`config.mk`:
```
export PLATFORM = sky130hd
export DESIGN_NAME = uart_tx
export DESIGN_NICKNAME = d
export VERILOG_FILES = /design/src/rtl/uart_tx.sv
export SDC_FILE = /design/constraint.sdc
export NUM_CORES = 1
export LEC_CHECK = 0
export BUFFER_PORTS_ARGS = -buffer_cell sky130_fd_sc_hd__buf_2
export CORE_UTILIZATION = 60
export CTS_BUF_LIST = sky130_fd_sc_hd__clkbuf_4
export DETAILED_ROUTE_END_ITERATION = 16
export PLACE_DENSITY = 0.8
export SLEW_MARGIN = 20
export SYNTH_ARGS = -nofsm -noshare
export SYNTH_HDL_FRONTEND = slang
export SYNTH_SLANG_ARGS = --single-unit
```
`constraint.sdc`:
```
create_clock -name clk -period 2.35 [get_ports clk]
set_input_delay 0 -clock clk [delete_from_list [all_inputs] [get_ports clk]]
set_output_delay 0 -clock clk [all_outputs]
set_load 0.03 [all_outputs]
```
`src/rtl/uart_tx.sv`:
```
// 8N1 UART transmitter with valid/ready byte intake and a per-bit baud counter.
// Define UART_TX_PARITY_EN to insert an even-parity bit between data and stop.
module uart_tx #(
    parameter int CLKS_PER_BIT = 5208
) (
    input  logic       clk,
    input  logic       rstn,
    input  logic [7:0] tx_data,
    input  logic       tx_valid,
    output logic       tx_ready,
    output logic       serial_dat_out,
    output logic       tx_busy,
    output logic       tx_done
);

    localparam int CNT_W = (CLKS_PER_BIT > 1) ? $clog2(CLKS_PER_BIT) : 1;
    localparam logic [CNT_W-1:0] BAUD_ZERO = CNT_W'(0);
    localparam logic [CNT_W-1:0] BAUD_ONE  = CNT_W'(1);
    localparam logic [CNT_W-1:0] BAUD_LAST = CNT_W'(CLKS_PER_BIT - 1);
    localparam logic [CNT_W-1:0] BAUD_PRE  = CNT_W'(CLKS_PER_BIT - 2);

    localparam logic [2:0] IDLE   = 3'd0;
    localparam logic [2:0] START  = 3'd1;
    localparam logic [2:0] DATA   = 3'd2;
    localparam logic [2:0] STOP   = 3'd3;
`ifdef UART_TX_PARITY_EN
    localparam logic [2:0] PARITY = 3'd4;

    function automatic logic even_parity(input logic [7:0] data);
        return ^data;
    endfunction

    logic parity_r;
    logic parity_s;
`endif

    logic [2:0]       state_r;
    logic [2:0]       state_s;
    logic [CNT_W-1:0] baud_cnt_r;
    logic [CNT_W-1:0] baud_cnt_s;
    logic [2:0]       bit_cnt_r;
    logic [2:0]       bit_cnt_s;
    logic [7:0]       shift_r;
    logic [7:0]       shift_s;
    logic             ready_s;
    logic             line_s;
    logic             busy_s;
    logic             done_s;
    logic             baud_last_s;

    assign baud_last_s = (baud_cnt_r == BAUD_LAST);

    // Next-state and next-output computation; outputs are the registered form of these.
    always_comb begin
        state_s    = state_r;
        baud_cnt_s = baud_cnt_r;
        bit_cnt_s  = bit_cnt_r;
        shift_s    = shift_r;
        ready_s    = 1'b0;
        line_s     = 1'b1;
        busy_s     = 1'b1;
        done_s     = 1'b0;
`ifdef UART_TX_PARITY_EN
        parity_s   = parity_r;
`endif
        case (state_r)
            IDLE: begin
                baud_cnt_s = BAUD_ZERO;
                bit_cnt_s  = 3'd0;
                busy_s     = 1'b0;
                if (tx_valid && tx_ready) begin
                    shift_s  = tx_data;
`ifdef UART_TX_PARITY_EN
                    parity_s = even_parity(tx_data);
`endif
                    state_s  = START;
                    line_s   = 1'b0;
                    busy_s   = 1'b1;
                end else begin
                    ready_s  = 1'b1;
                end
            end
            START: begin
                line_s = 1'b0;
                if (baud_last_s) begin
                    baud_cnt_s = BAUD_ZERO;
                    state_s    = DATA;
                    line_s     = shift_r[0];
                end else begin
                    baud_cnt_s = baud_cnt_r + BAUD_ONE;
                end
            end
            DATA: begin
                line_s = shift_r[0];
                if (baud_last_s) begin
                    baud_cnt_s = BAUD_ZERO;
                    shift_s    = {1'b0, shift_r[7:1]};
                    bit_cnt_s  = bit_cnt_r + 3'd1;
                    if (bit_cnt_r == 3'd7) begin
`ifdef UART_TX_PARITY_EN
                        state_s = PARITY;
                        line_s  = parity_r;
`else
                        state_s = STOP;
                        line_s  = 1'b1;
`endif
                    end else begin
                        // Present the next data bit on the same edge the shift happens.
                        line_s = shift_r[1];
                    end
                end else begin
                    baud_cnt_s = baud_cnt_r + BAUD_ONE;
                end
            end
`ifdef UART_TX_PARITY_EN
            PARITY: begin
                line_s = parity_r;
                if (baud_last_s) begin
                    baud_cnt_s = BAUD_ZERO;
                    state_s    = STOP;
                    line_s     = 1'b1;
                end else begin
                    baud_cnt_s = baud_cnt_r + BAUD_ONE;
                end
            end
`endif
            STOP: begin
                line_s = 1'b1;
                if (baud_last_s) begin
                    baud_cnt_s = BAUD_ZERO;
                    state_s    = IDLE;
                    ready_s    = 1'b1;
                    busy_s     = 1'b0;
                end else begin
                    baud_cnt_s = baud_cnt_r + BAUD_ONE;
                    // Registered pulse lands on the final stop-bit cycle.
                    done_s     = (baud_cnt_r == BAUD_PRE);
                end
            end
            default: begin
                state_s    = IDLE;
                baud_cnt_s = BAUD_ZERO;
                bit_cnt_s  = 3'd0;
                busy_s     = 1'b0;
            end
        endcase
    end

    // State and output registers with asynchronous reset.
    always_ff @(posedge clk or negedge rstn) begin
        if (!rstn) begin
            state_r        <= IDLE;
            baud_cnt_r     <= BAUD_ZERO;
            bit_cnt_r      <= 3'd0;
            shift_r        <= 8'h00;
            tx_ready       <= 1'b0;
            serial_dat_out <= 1'b1;
            tx_busy        <= 1'b0;
            tx_done        <= 1'b0;
`ifdef UART_TX_PARITY_EN
            parity_r       <= 1'b0;
`endif
        end else begin
            state_r        <= state_s;
            baud_cnt_r     <= baud_cnt_s;
            bit_cnt_r      <= bit_cnt_s;
            shift_r        <= shift_s;
            tx_ready       <= ready_s;
            serial_dat_out <= line_s;
            tx_busy        <= busy_s;
            tx_done        <= done_s;
`ifdef UART_TX_PARITY_EN
            parity_r       <= parity_s;
`endif
        end
    end

endmodule

```
==> flow_results.org, run 1 <==
** Synthesis
- After synthesis, the cell types taking the most area are sky130_fd_sc_hd__dfrtp_1, sky130_fd_sc_hd__nand3_1, sky130_fd_sc_hd__ha_1.
- The share of the Yosys chip area taken by registers is 0.463.
- Measured against the total synthesized area, the mux share comes to 0.00693.
- After synthesis the netlist holds a flip-flop and latch count of 30.
- The number of different library cells used by synthesis comes to 33.
- Post-Synthesis Cell Area :: 1620 um2
- Counting every instance in the synthesized netlist gives 173.
- Of the total synthesized cell area, the portion taken by XOR and XNOR cells is 0.0593.
- Top FF cell, synth :: sky130_fd_sc_hd__dfrtp_1
- Post-synthesis simple-gate area fraction :: 0.297
- The share of synthesized area in the top cell type comes to 0.447.
- Adder-cell area share of the yosys netlist :: 0.0693
- Counting flops with an async set or reset pin after synthesis yields a share of 1.00.
- The post-synthesis compound-gate area fraction was 0.0701.
- Leading cell type by number of instances after synthesis :: sky130_fd_sc_hd__dfrtp_1
- After synthesis, the largest family of logic cells by area is simple AND/OR/NAND/NOR gates.
- Warnings from Yosys :: 0
- Area leader, netlist :: sky130_fd_sc_hd__dfrtp_1
- Post-synth EDFFs :: 0
- Mean Syn Cell Area :: 9.39 um2
- Number of nets in the synthesized netlist :: 193
- Commonest cells in the synthesized netlist :: sky130_fd_sc_hd__dfrtp_1, sky130_fd_sc_hd__nand3_1, sky130_fd_sc_hd__nor2_1, sky130_fd_sc_hd__nand4_1, sky130_fd_sc_hd__nand2_1

** Drt
- Post-DR wirelength/cell :: 14.7 um
- Number of iterations in the first detailed-routing pass :: 4
- The routed layout has 1367 vias.
- For this run, design rule violations remaining after detail routing come to 0.
- In this run, the number of DRC markers left after iteration 0 of detailed routing was 27.
- The detail route stage leaves a number of antenna-violating nets equal to 0.
- Dividing the detail-routed via count by the number of cells gives 6.05.
- Wires add up to 3320 um.

** Clock tree
- Clock tree from TritonCTS :: built
- H-tree levels :: 2
- In this run the deepest clock path goes through 2 buffers.
- In this run the post-CTS setup repair buffer count came out at 0.
- CTS Buf Count :: 5
- Worst-path clk slew :: 0.10 ns
- The clock reaches the later pin of the worst-skew pair after 0.34 ns.
- The clock net in this run drives a total of 30 sinks.
- The tree is rooted in a sky130_fd_sc_hd__clkbuf_4.

** Worst setup path
- Data on the critical path arrives at its endpoint at 2.43 ns.
- Worst endpoint required time :: 2.64 ns
- Start-to-end type of the worst setup path :: register to register
- Type of origin of the critical path :: register
- Worst Path Max Fanout :: 14
- The worst setup path is captured at a register.

** Power
- Peak supply drop :: 0.000617 V
- Overall Power :: 0.000869 W
- Dividing total power by cell area gives a power density of 471 nW/um2.
- The analysis attributes to cell leakage a power of 0.780 nW.

** Cells and area
- Fill cells in the final layout number 179.
- Count of inserted antenna diode cells :: 0
- The area growth from synthesis to layout is 13.6%.
- Filler-free cell count of the finished design :: 226
- Fraction of final layout cells sized beyond drive strength 1 :: 0.163
- Number of nets in the final layout :: 215

** Placement
- Detailed placement finished with a half-perimeter wire length of 2280 um.
- Once placement completed, the tool counted placed cells totaling 212.
- Routability congestion estimate :: 0.773
- The count of buffers added on input and output ports is 14.

** Die
- Initial cell density of the core :: 0.644
- The die is 54.0 um tall.
- The region available for standard cell placement spans 2520 um2.
- The floorplan has 18 rows.
- Die Outline Area :: 2920 um2
- Die Wd :: 54.0 um
- Number of placed I/O pins :: 15

** Timing
- Slew headroom :: 0.558
- Final critical-path share of the clock period :: 0.912
- Setup repair after global routing left no endpoint under its margin.
- Slew at the pin closest to its max-slew limit :: 0.663 ns
- The clock arrives with 0.0157 ns of skew.
- Setup violators final :: 0
- Fin. max-slew vios :: 0
- For the finished layout, the period the worst path requires is 2.14 ns.
- Maximum clock frequency :: 467 MHz
- The number of hold-slack violations in the final timing report is 0.
- Total negative slack for setup checks :: 0 ns

** Global routing
- GRT Total Usage :: 0.272
- Antenna violations before repair :: 0
- Largest net degree at the start of global routing :: 31
- The number of global-route vias before repair came to 1216.
- The total overflow left after global routing is 0.
- Wire length of the first global-routing pass :: 5350 um

** Min path
- Path class of the lowest-slack min-delay path :: input port to register

** Status
- Result of the run :: completed

** Job
- The tool flagged a number of max-cap violations equal to 0.
==> layout by cell type, fill, tap and decap left out, drive strengths merged <==
master       synthesis  routed
a21oi                7       7
or3                  1       1
nor4                 4       4
buf                  3      17
o211ai               1       1
a21boi               1       1
mux2                 1       1
a311oi               1       1
xor2                 3       3
a211oi               1       1
or3b                 1       1
dlygate4sd3          0       6
nand2               10      10
xnor2                8       8
or4b                 1       1
dfstp                1       1
nand2b               3       3
o21ai                2       2
dfrtp               29      29
and2                 2       2
nand3               24      24
ha                   9       9
nor3b                2       2
nor3                 4       4
nand3b               2       2
a22oi                5       5
nor2                19      19
or4                  1       1
or2                  1       1
nand4               12      12
nand4b               3       3
clkbuf               5       8
inv                  6       6
==> state kept, by name, indices dropped and copies added (netlist names) <==
signal          count
baud_cnt_r         13
shift_r             8
bit_cnt_r           3
state_r             2
serial_dat_out      1
tx_busy             1
tx_done             1
tx_ready            1
==> where the power goes <==
| part | internal (W) | switching [W] | total, W |
|---|---|---|---|
| registers | 0.000516 | 0 | 0.000516 |
| logic | 0.0000127 | 0.0000133 | 0.0000260 |
| clock network | 0.000154 | 0.000174 | 0.000327 |
| total | 0.000682 | 0.000187 | 0.000869 |
==> worst paths after layout <==
path,start,to,slack (ns),cells after the start
min in group asynchronous,rstn,shift_r[6],0.22,2
max,baud_cnt_r[9],shift_r[6],0.21,4
min reg2reg,baud_cnt_r[0],baud_cnt_r[0],0.49,1
max in group asynchronous,rstn,baud_cnt_r[1],1.68,2
max reg2reg,baud_cnt_r[9],shift_r[6],0.21,4
min,tx_data[1],shift_r[1],0.07,4
==> cell type report <==
class	count	area, um2	share of cell area
Clock buffer	8	60.1	0.0326
Tap cell	30	37.5	0.0204
Multi-Input combinational cell	129	820	0.444
Timing Repair Buffer	23	153	0.0828
Inverter	6	22.5	0.0122
Sequential cell	30	752	0.408
==> cells by family after synthesis <==
group | after synthesis
AND/OR/NAND/NOR | 90
flip-flops | 30
AO/OA/AOI/OAI | 18
buffers and inverters | 14
XOR/XNOR | 11
adder cells (fa/ha/maj) | 9
multiplexers | 1
==> what timing repair did <==
action                                  in CTS  in global routing
endpoints found under the setup margin       0                  1
endpoints found under the hold margin       34                  0
hold buffers                                 6                  0
gates resized for setup                      0                  1
==> stage by stage <==
| step | setup WS (ns) | utilization | hold slack [ns] | area [um2] |
|---|---|---|---|---|
| after global placement | 0.215 | 0.683 | 0.0530 | 1720 |
| after CTS | 0.136 | 0.730 | 0.0701 | 1840 |
| after global routing | 0.164 | 0.731 | 0.102 | 1840 |
| after floorplan | 0.384 | - | -0.296 | 1620 |
| after detailed placement | 0.156 | 0.683 | 0.0656 | 1720 |
| final | 0.207 | 0.731 | 0.0745 | 1840 |
==> critical path: stages, from the launching register on <==
cell and delay [ns]:
sky130_fd_sc_hd__dfrtp_1 0.43, sky130_fd_sc_hd__or4b_4 0.57, sky130_fd_sc_hd__or4_4 0.61, sky130_fd_sc_hd__or3_1 0.41, sky130_fd_sc_hd__nand3_1 0.08
==> routing by layer <==
metal  track usage  up-vias  routed length (um)
met5             0        -                   0
met3         0.102        7                 125
met4        0.0897        0                  51
li1              -      667                   -
met2         0.479       24                1670
met1         0.300      669                1470
Note: power is estimated with default switching activity, not from simulation.
==> run 2: changes to the inputs <==
--- a/config.mk
+++ b/config.mk
@@ -6,6 +6,7 @@
 export NUM_CORES = 1
 export LEC_CHECK = 0
 export BUFFER_PORTS_ARGS = -buffer_cell sky130_fd_sc_hd__buf_2
+export CORE_MARGIN = 2
 export CORE_UTILIZATION = 60
 export CTS_BUF_LIST = sky130_fd_sc_hd__clkbuf_4
 export DETAILED_ROUTE_END_ITERATION = 16
==> flow_results.org, run 2 (synthesis gave the netlist of run 1 again) <==
** Die
- The initial cell density of the core came to 0.644 (unchanged).
- The placeable core region came to 2520 um2 (unchanged).
- Number of placed I/O pins :: 15 (unchanged)
- Die Outline Area :: 3140 um2 (+7.5%)
- The count of standard-cell rows was 18 (unchanged).
- Chip height :: 56.0 um (+3.7%)
- Die Wd :: 56.0 um (+3.7%)

** Drt
- Number of iterations in the first detailed-routing pass :: 4 (unchanged)
- The first-iteration detailed-routing DRC count is 84 (+210%).
- The total number of vias was 1387 (+1.5%).
- Routed Wire Length :: 3400 um (+2.5%)
- Detail Route Antenna Nets :: 0 (unchanged)
- Post-DR wirelength/cell :: 15.0 um (+2.5%)
- Via/cell ratio :: 6.14 (+1.5%)
- Residual DRC count :: 0 (unchanged)

** Cells and area
- Commonest non-fill, non-tap cell in the layout :: sky130_fd_sc_hd__dfrtp_1
- The total of fill cells in the finished design was 183 (+2.2%).
- The number of standard cells in the layout, taps in and fillers out came to 226 (unchanged).
- Highest-count cells in the layout ignoring fill and taps :: sky130_fd_sc_hd__dfrtp_1, sky130_fd_sc_hd__nand3_1, sky130_fd_sc_hd__nor2_1
- The area of the multi-input gates is 820 um2 (unchanged).
- The fraction of the core area covered by cells at the end of the flow came to 0.729 (-0.00248).
- Flip-flop count of the largest register, all copies and words added :: 13 (unchanged)
- Total area of sequential cells :: 752 um2 (unchanged)
- The diode insertion count for antenna repair was 0 (unchanged).
- Leading registers by flop count :: baud_cnt_r (13), shift_r (8), bit_cnt_r (3)
- The share of post-route cells with drive strength above 1 came to 0.158 (-0.00510).
- Compared with the post-synthesis result, the final layout area differs by 13.2%.
- Ranked by flip-flop count, first place goes to baud_cnt_r.
- The net total in the final layout came to 215 (unchanged).

** Timing
- RSZ-0062 raised after global routing :: false
- The clock tree skew after final layout is 0.0119 ns (-0.00376 ns).
- The final critical-path required period was 2.17 ns (+0.0245 ns).
- The number of hold-slack violations in the final timing report came to 0 (unchanged).
- The sum of negative setup slack is 0 ns (unchanged).
- The total setup violations reported at the end of the flow is 0 (unchanged).
- The upper clock frequency limit came to 461 MHz (-1.1%).
- Slew headroom :: 0.570 (+0.0125)
- The slew at the pin with the worst max-slew slack came to 0.645 ns (-0.0188 ns).
- Final critical-path share of the clock period :: 0.922 (+0.0104)
- Fin. max-slew vios :: 0 (unchanged)

** Placement
- The HPWL reported at the end of detailed placement came to 2260 um (-1.2%).
- The count of input and output buffers is 14 (unchanged).
- Instance count after placement with tap cells included :: 212 (unchanged)
- The weighted congestion at the end of routability-driven global placement was 0.782 (+1.2%).

** Power
- Power Density :: 456 nW/um2 (-3.3%)
- The leakage power is 0.776 nW (-0.48%).
- The peak ir drop on the vdd network was 0.000482 V (-22%).

** Job
- The max-capacitance violation count is 0 (unchanged).

** Worst setup path
- The data arrival time of the critical path is 2.44 ns (about the same).
- Kind of end point of the critical path :: register
- The required time at the endpoint of the critical path was 2.62 ns (-0.02 ns).
- The critical path in this run is classified as register to register.
- The maximum fanout count along the critical path was 14 (unchanged).
- Type of origin of the critical path :: register

** Clock tree
- The count of clock tree sinks came to 30 (unchanged).
- The clock latency on the worst-skew pair is 0.33 ns (about the same).
- CTS Buf Count :: 5 (unchanged)
- The number of post-CTS setup repair buffers came to 0 (unchanged).
- H-tree levels :: 2 (unchanged)
- The post-CTS clock slew at the launch and capture registers of the worst setup and hold paths is 0.09 ns (about the same).
- TritonCTS built the clock tree.
- The cell sitting at the root of the clock tree is a sky130_fd_sc_hd__clkbuf_4.
- Clock buffer depth :: 2 (unchanged)

** Global routing
- Largest net degree at the start of global routing :: 31 (unchanged)
- Number of global-route vias before repair :: 1353 (+11%)
- The aggregate global routing overflow came to 0 (unchanged).
- The global router's overall resource usage was 0.246 (-0.0263).
- Wire length of the first global-routing pass :: 6030 um (+13%)
- The initial antenna violation count is 0 (unchanged).

** Status
- Result of the run :: completed

** Min path
- Path class of the lowest-slack min-delay path :: input port to register
## run 2: changes by cell type in the layout (fill, tap and decap cells not counted)
cell / delta
sky130_fd_sc_hd__clkbuf_4: -2
sky130_fd_sc_hd__clkinv_1: +1
sky130_fd_sc_hd__clkinv_2: +1
## run 2: final timing paths
check	startpoint	end	slack (ns)	cells after the start
min in group asynchronous	rstn	shift_r[5]	0.23	2
min	tx_data[1]	shift_r[1]	0.09	4
max	baud_cnt_r[9]	shift_r[6]	0.18	4
max reg2reg	baud_cnt_r[9]	shift_r[6]	0.18	4
min reg2reg	baud_cnt_r[0]	baud_cnt_r[0]	0.51	1
max in group asynchronous	rstn	baud_cnt_r[8]	1.69	2
## run 2: routing by layer
metal / global-route usage / up-vias / wire length [um]
met3: 0.0744 / 6 / 157
met4: 0.0918 / 0 / 53
met1: 0.290 / 669 / 1440
li1: - / 668 / -
met5: 0 / - / 0
met2: 0.420 / 44 / 1750
## run 2: cell type report
| cell class | instances | area share |
|---|---|---|
| timing repair buffer | 23 | 0.0830 |
| inverter | 6 | 0.0123 |
| tap | 30 | 0.0204 |
| clock buffer | 6 | 0.0245 |
| multi-input combinational | 129 | 0.446 |
| clock inverter | 2 | 0.00477 |
| sequential | 30 | 0.409 |
## run 2: worst max-delay path, cell delays in order, from the launching register on
cell and delay (ns):
sky130_fd_sc_hd__dfrtp_1 0.43, sky130_fd_sc_hd__or4b_4 0.58, sky130_fd_sc_hd__or4_4 0.60, sky130_fd_sc_hd__or3_1 0.41, sky130_fd_sc_hd__nand3_1 0.08
## run 2: metrics by stage
stage               total power [W]  hold WS [ns]  area (um2)  setup WS [ns]
floorplan                  0.000527        -0.296        1620          0.384
global placement           0.000544        0.0510        1720          0.221
detailed placement         0.000545        0.0666        1720          0.148
CTS                        0.000850        0.0790        1840          0.127
global route               0.000875         0.124        1840          0.128
finish                     0.000837        0.0902        1840          0.182
## run 2: power breakdown
part | switching (W) | internal (W)
Clock | 0.000172 | 0.000124
Combinational | 0.0000130 | 0.0000127
Sequential | 0 | 0.000516
## run 2: timing repair
item                                    in CTS  in global routing
hold endpoints to repair                    34                  0
hold buffers                                 6                  0
endpoints found under the setup margin       0                  2
gates resized for setup                      0                  1
==> run 3: changes to the inputs <==
--- a/config.mk
+++ b/config.mk
@@ -7,10 +7,9 @@
 export LEC_CHECK = 0
 export BUFFER_PORTS_ARGS = -buffer_cell sky130_fd_sc_hd__buf_2
 export CORE_MARGIN = 2
-export CORE_UTILIZATION = 60
+export CORE_UTILIZATION = 35
 export CTS_BUF_LIST = sky130_fd_sc_hd__clkbuf_4
 export DETAILED_ROUTE_END_ITERATION = 16
-export PLACE_DENSITY = 0.8
 export SLEW_MARGIN = 20
 export SYNTH_ARGS = -nofsm -noshare
 export SYNTH_HDL_FRONTEND = slang
==> flow_results.org, run 3 (synthesis gave the netlist of run 1 again) <==
** Placement
- The HPWL reported at the end of detailed placement came to 2230 um (-1.2%).
- Placed standard-cell area :: 1760 um2 (+2.5%)
- The weighted congestion at the end of routability-driven global placement came to 0.797 (+2.0%).
- Count of buffers from port buffering :: 14 (unchanged)

** Clock tree
- The clock latency on the worst-skew pair is 0.34 ns (about the same).
- Resized cells post-CTS :: 0 (unchanged)
- The count of clock tree sinks came to 30 (unchanged).
- The post-CTS clock slew at the launch and capture registers of the worst setup and hold paths is 0.11 ns (+0.02 ns).
- The number of levels the H-tree was split into came to 2 (unchanged).
- Clock root buffer master :: sky130_fd_sc_hd__clkbuf_4
- Clock tree from TritonCTS :: built
- Clock buffer depth :: 2 (unchanged)
- CTS Buf Count :: 5 (unchanged)

** Worst setup path
- Worst Path Max Fanout :: 14 (unchanged)
- The largest individual stage delay along the critical path comes from the cell sky130_fd_sc_hd__or4_4.
- STA classifies the critical path endpoint as a register.
- The reg-to-reg setup timing slack came to 0.21 ns (+0.03 ns).
- Highest cell delay on the worst timing path :: 0.61 ns (about the same)
- The most critical setup path has its endpoint at shift_r[6].
- Worst Reg2Reg Path Length in Cells :: 4 (unchanged)
- In this design, the largest share of critical-path delay is due to simple AND/OR/NAND/NOR gates.
- The worst setup path is launched from a register.
- By startpoint and endpoint, the worst setup path is classified as register to register.
- Logic depth of the worst path, buffers included :: 4 (unchanged)
- The number of buffers and inverters on the critical path is 0 (unchanged).
- Traced cell by cell, the critical path runs through or4b_4, or4_4, or3_1, nand3_1.
- Startpoint of the worst register-to-register path :: baud_cnt_r[9]
- The data arrival time of the critical path is 2.43 ns (about the same).
- Worst endpoint required time :: 2.63 ns (about the same)
- The most critical setup path has its startpoint at baud_cnt_r[9].
- Crit Reg-Reg Endpoint :: shift_r[6]

** Timing
- The final-report max-slew violation count was 0 (unchanged).
- Slew at the pin closest to its max-slew limit :: 0.688 ns (+0.0430 ns)
- The sum of negative setup slack was 0 ns (unchanged).
- RSZ-0062 raised after global routing :: false
- Setup violators final :: 0 (unchanged)
- Max Clock Skew :: 0.0192 ns (+0.00721 ns)
- Maximum clock frequency :: 467 MHz (+1.2%)
- The number of hold-slack violations in the final timing report came to 0 (unchanged).
- Final critical-path share of the clock period :: 0.912 (-0.0107)
- Slew headroom :: 0.542 (-0.0287)
- The final critical-path required period is 2.14 ns (-0.0250 ns).

** Drt
- Detail Route Antenna Nets :: 0 (unchanged)
- Routed Wire Length :: 3250 um (-4.2%)
- Iter 0 DRT Violations :: 112 (+33%)
- The first-pass iteration count of the detailed router is 4 (unchanged).
- The vias per cell came to 5.34 (-13%).
- Routed vias :: 1335 (-3.7%)
- The DRC violation count after routing came to 0 (unchanged).
- Post-DR wirelength/cell :: 13.0 um (-13%)

** Cells and area
- Area growth, synth to finish :: 15.6%
- Counting flops per register, the top entry is baud_cnt_r.
- Count of inserted antenna diode cells :: 0 (unchanged)
- Highest-count cells in the layout ignoring fill and taps :: sky130_fd_sc_hd__dfrtp_1, sky130_fd_sc_hd__nand3_1, sky130_fd_sc_hd__nor2_1
- The share of post-route cells with drive strength above 1 was 0.162 (+0.00345).
- The net total in the final layout is 217 (+0.93%).
- The finished layout cell area came to 1880 um2 (+2.2%).
- The number of flip-flops in the largest register is 13 (unchanged).
- The library cell used most frequently in the layout, excluding fill and tap cells, is sky130_fd_sc_hd__dfrtp_1.
- Leading registers by flop count :: baud_cnt_r (13), shift_r (8), bit_cnt_r (3)

** Die
- The number of top-level pins is 15 (unchanged).
- Initial cell density of the core :: 0.368 (-0.276)
- Die Wd :: 72.1 um (+29%)
- The placeable core region is 4410 um2 (+75%).
- The die area is 5200 um2 (+66%).
- Count of standard-cell rows :: 24 (+6)
- Chip height :: 72.1 um (+29%)

** Power
- Power Density :: 451 nW/um2 (-1.0%)
- The peak ir drop on the vdd network is 0.000278 V (-42%).
- The leakage power came to 0.787 nW (+1.3%).

** Global routing
- Met1 GRT Util :: 0.183 (-0.106)
- The pin count of the biggest net entering global routing is 31 (unchanged).
- The global routing usage on met2 was 0.224 (-0.196).
- The aggregate global routing overflow is 0 (unchanged).
- Busiest grt layer :: met2
- The wire length of the first global-routing pass is 5750 um (-4.7%).
- Number of global-route vias before repair :: 1285 (-5.0%)
- The global router's overall resource usage came to 0.143 (-0.103).
- Antenna violations before repair :: 0 (unchanged)
- The met3 demand-to-capacity share in global routing was 0.0514 (-0.0230).

** Min path
- Path class of the lowest-slack min-delay path :: input port to register
- The worst hold path cell count is 4 (unchanged).

** Job
- Count of maximum capacitance violations :: 0 (unchanged)

** Status
- Result of the run :: completed
run 3: cell count changes in the layout (fill, tap and decap cells not counted), sizes merged:
cell	delta
buf	+2
run 3: what timing repair did:
action                                  in CTS  in global routing
hold endpoints to repair                    34                  0
hold buffers                                 6                  0
buffers inserted                             0                  0
endpoints found under the setup margin       0                  0
run 3: metal layers:
| metal | part of all wire | vias to the layer above |
|---|---|---|
| li1 | - | 668 |
| met5 | 0 | - |
| met4 | 0.013 | 0 |
| met1 | 0.48 | 640 |
| met2 | 0.46 | 22 |
| met3 | 0.043 | 5 |
run 3: worst register-to-register path, delay by kind of cell, from the launching register on:
family           cells  cell delay (ns)
and+or+nand+nor      4             1.69
DFF                  1             0.42
run 3: worst min path at each step:
stage,from,end,slack [ns]
after floorplan,rstn,baud_cnt_r[0],-0.30
after global placement,rstn,tx_ready,0.08
after detailed placement,rstn,tx_busy,0.1
after CTS,tx_data[1],shift_r[1],0.04
after global routing,tx_data[1],shift_r[1],0.09
final,tx_data[1],shift_r[1],0.05
run 3: cell type report:
class / instances / area [um2]
clock buffer: 6 / 45.0
clock inverter: 2 / 8.76
fill: 469 / 2540
inverter: 6 / 22.5
multi-input combinational: 129 / 817
sequential: 30 / 752
tap: 52 / 65.1
timing repair buffer: 25 / 168
run 3: metrics by stage:
| step | setup WS (ns) | instances | hold slack [ns] | utilization | total power [W] |
|---|---|---|---|---|---|
| final | 0.207 | 250 | 0.0518 | 0.425 | 0.000847 |
| after CTS | 0.209 | 250 | 0.0434 | 0.425 | 0.000862 |
| after global routing | 0.159 | 250 | 0.0890 | 0.425 | 0.000888 |
| after global placement | 0.247 | 236 | 0.0796 | 0.400 | 0.000545 |
| after detailed placement | 0.211 | 236 | 0.0960 | 0.400 | 0.000546 |
| after floorplan | 0.384 | 173 | -0.296 | - | 0.000527 |
run 3: where the power goes:
group,switching (W),internal (W),total (W)
clock,0.000181,0.000124,0.000305
sequential,0,0.000516,0.000516
combinational,0.0000137,0.0000127,0.0000264
total,0.000195,0.000652,0.000847
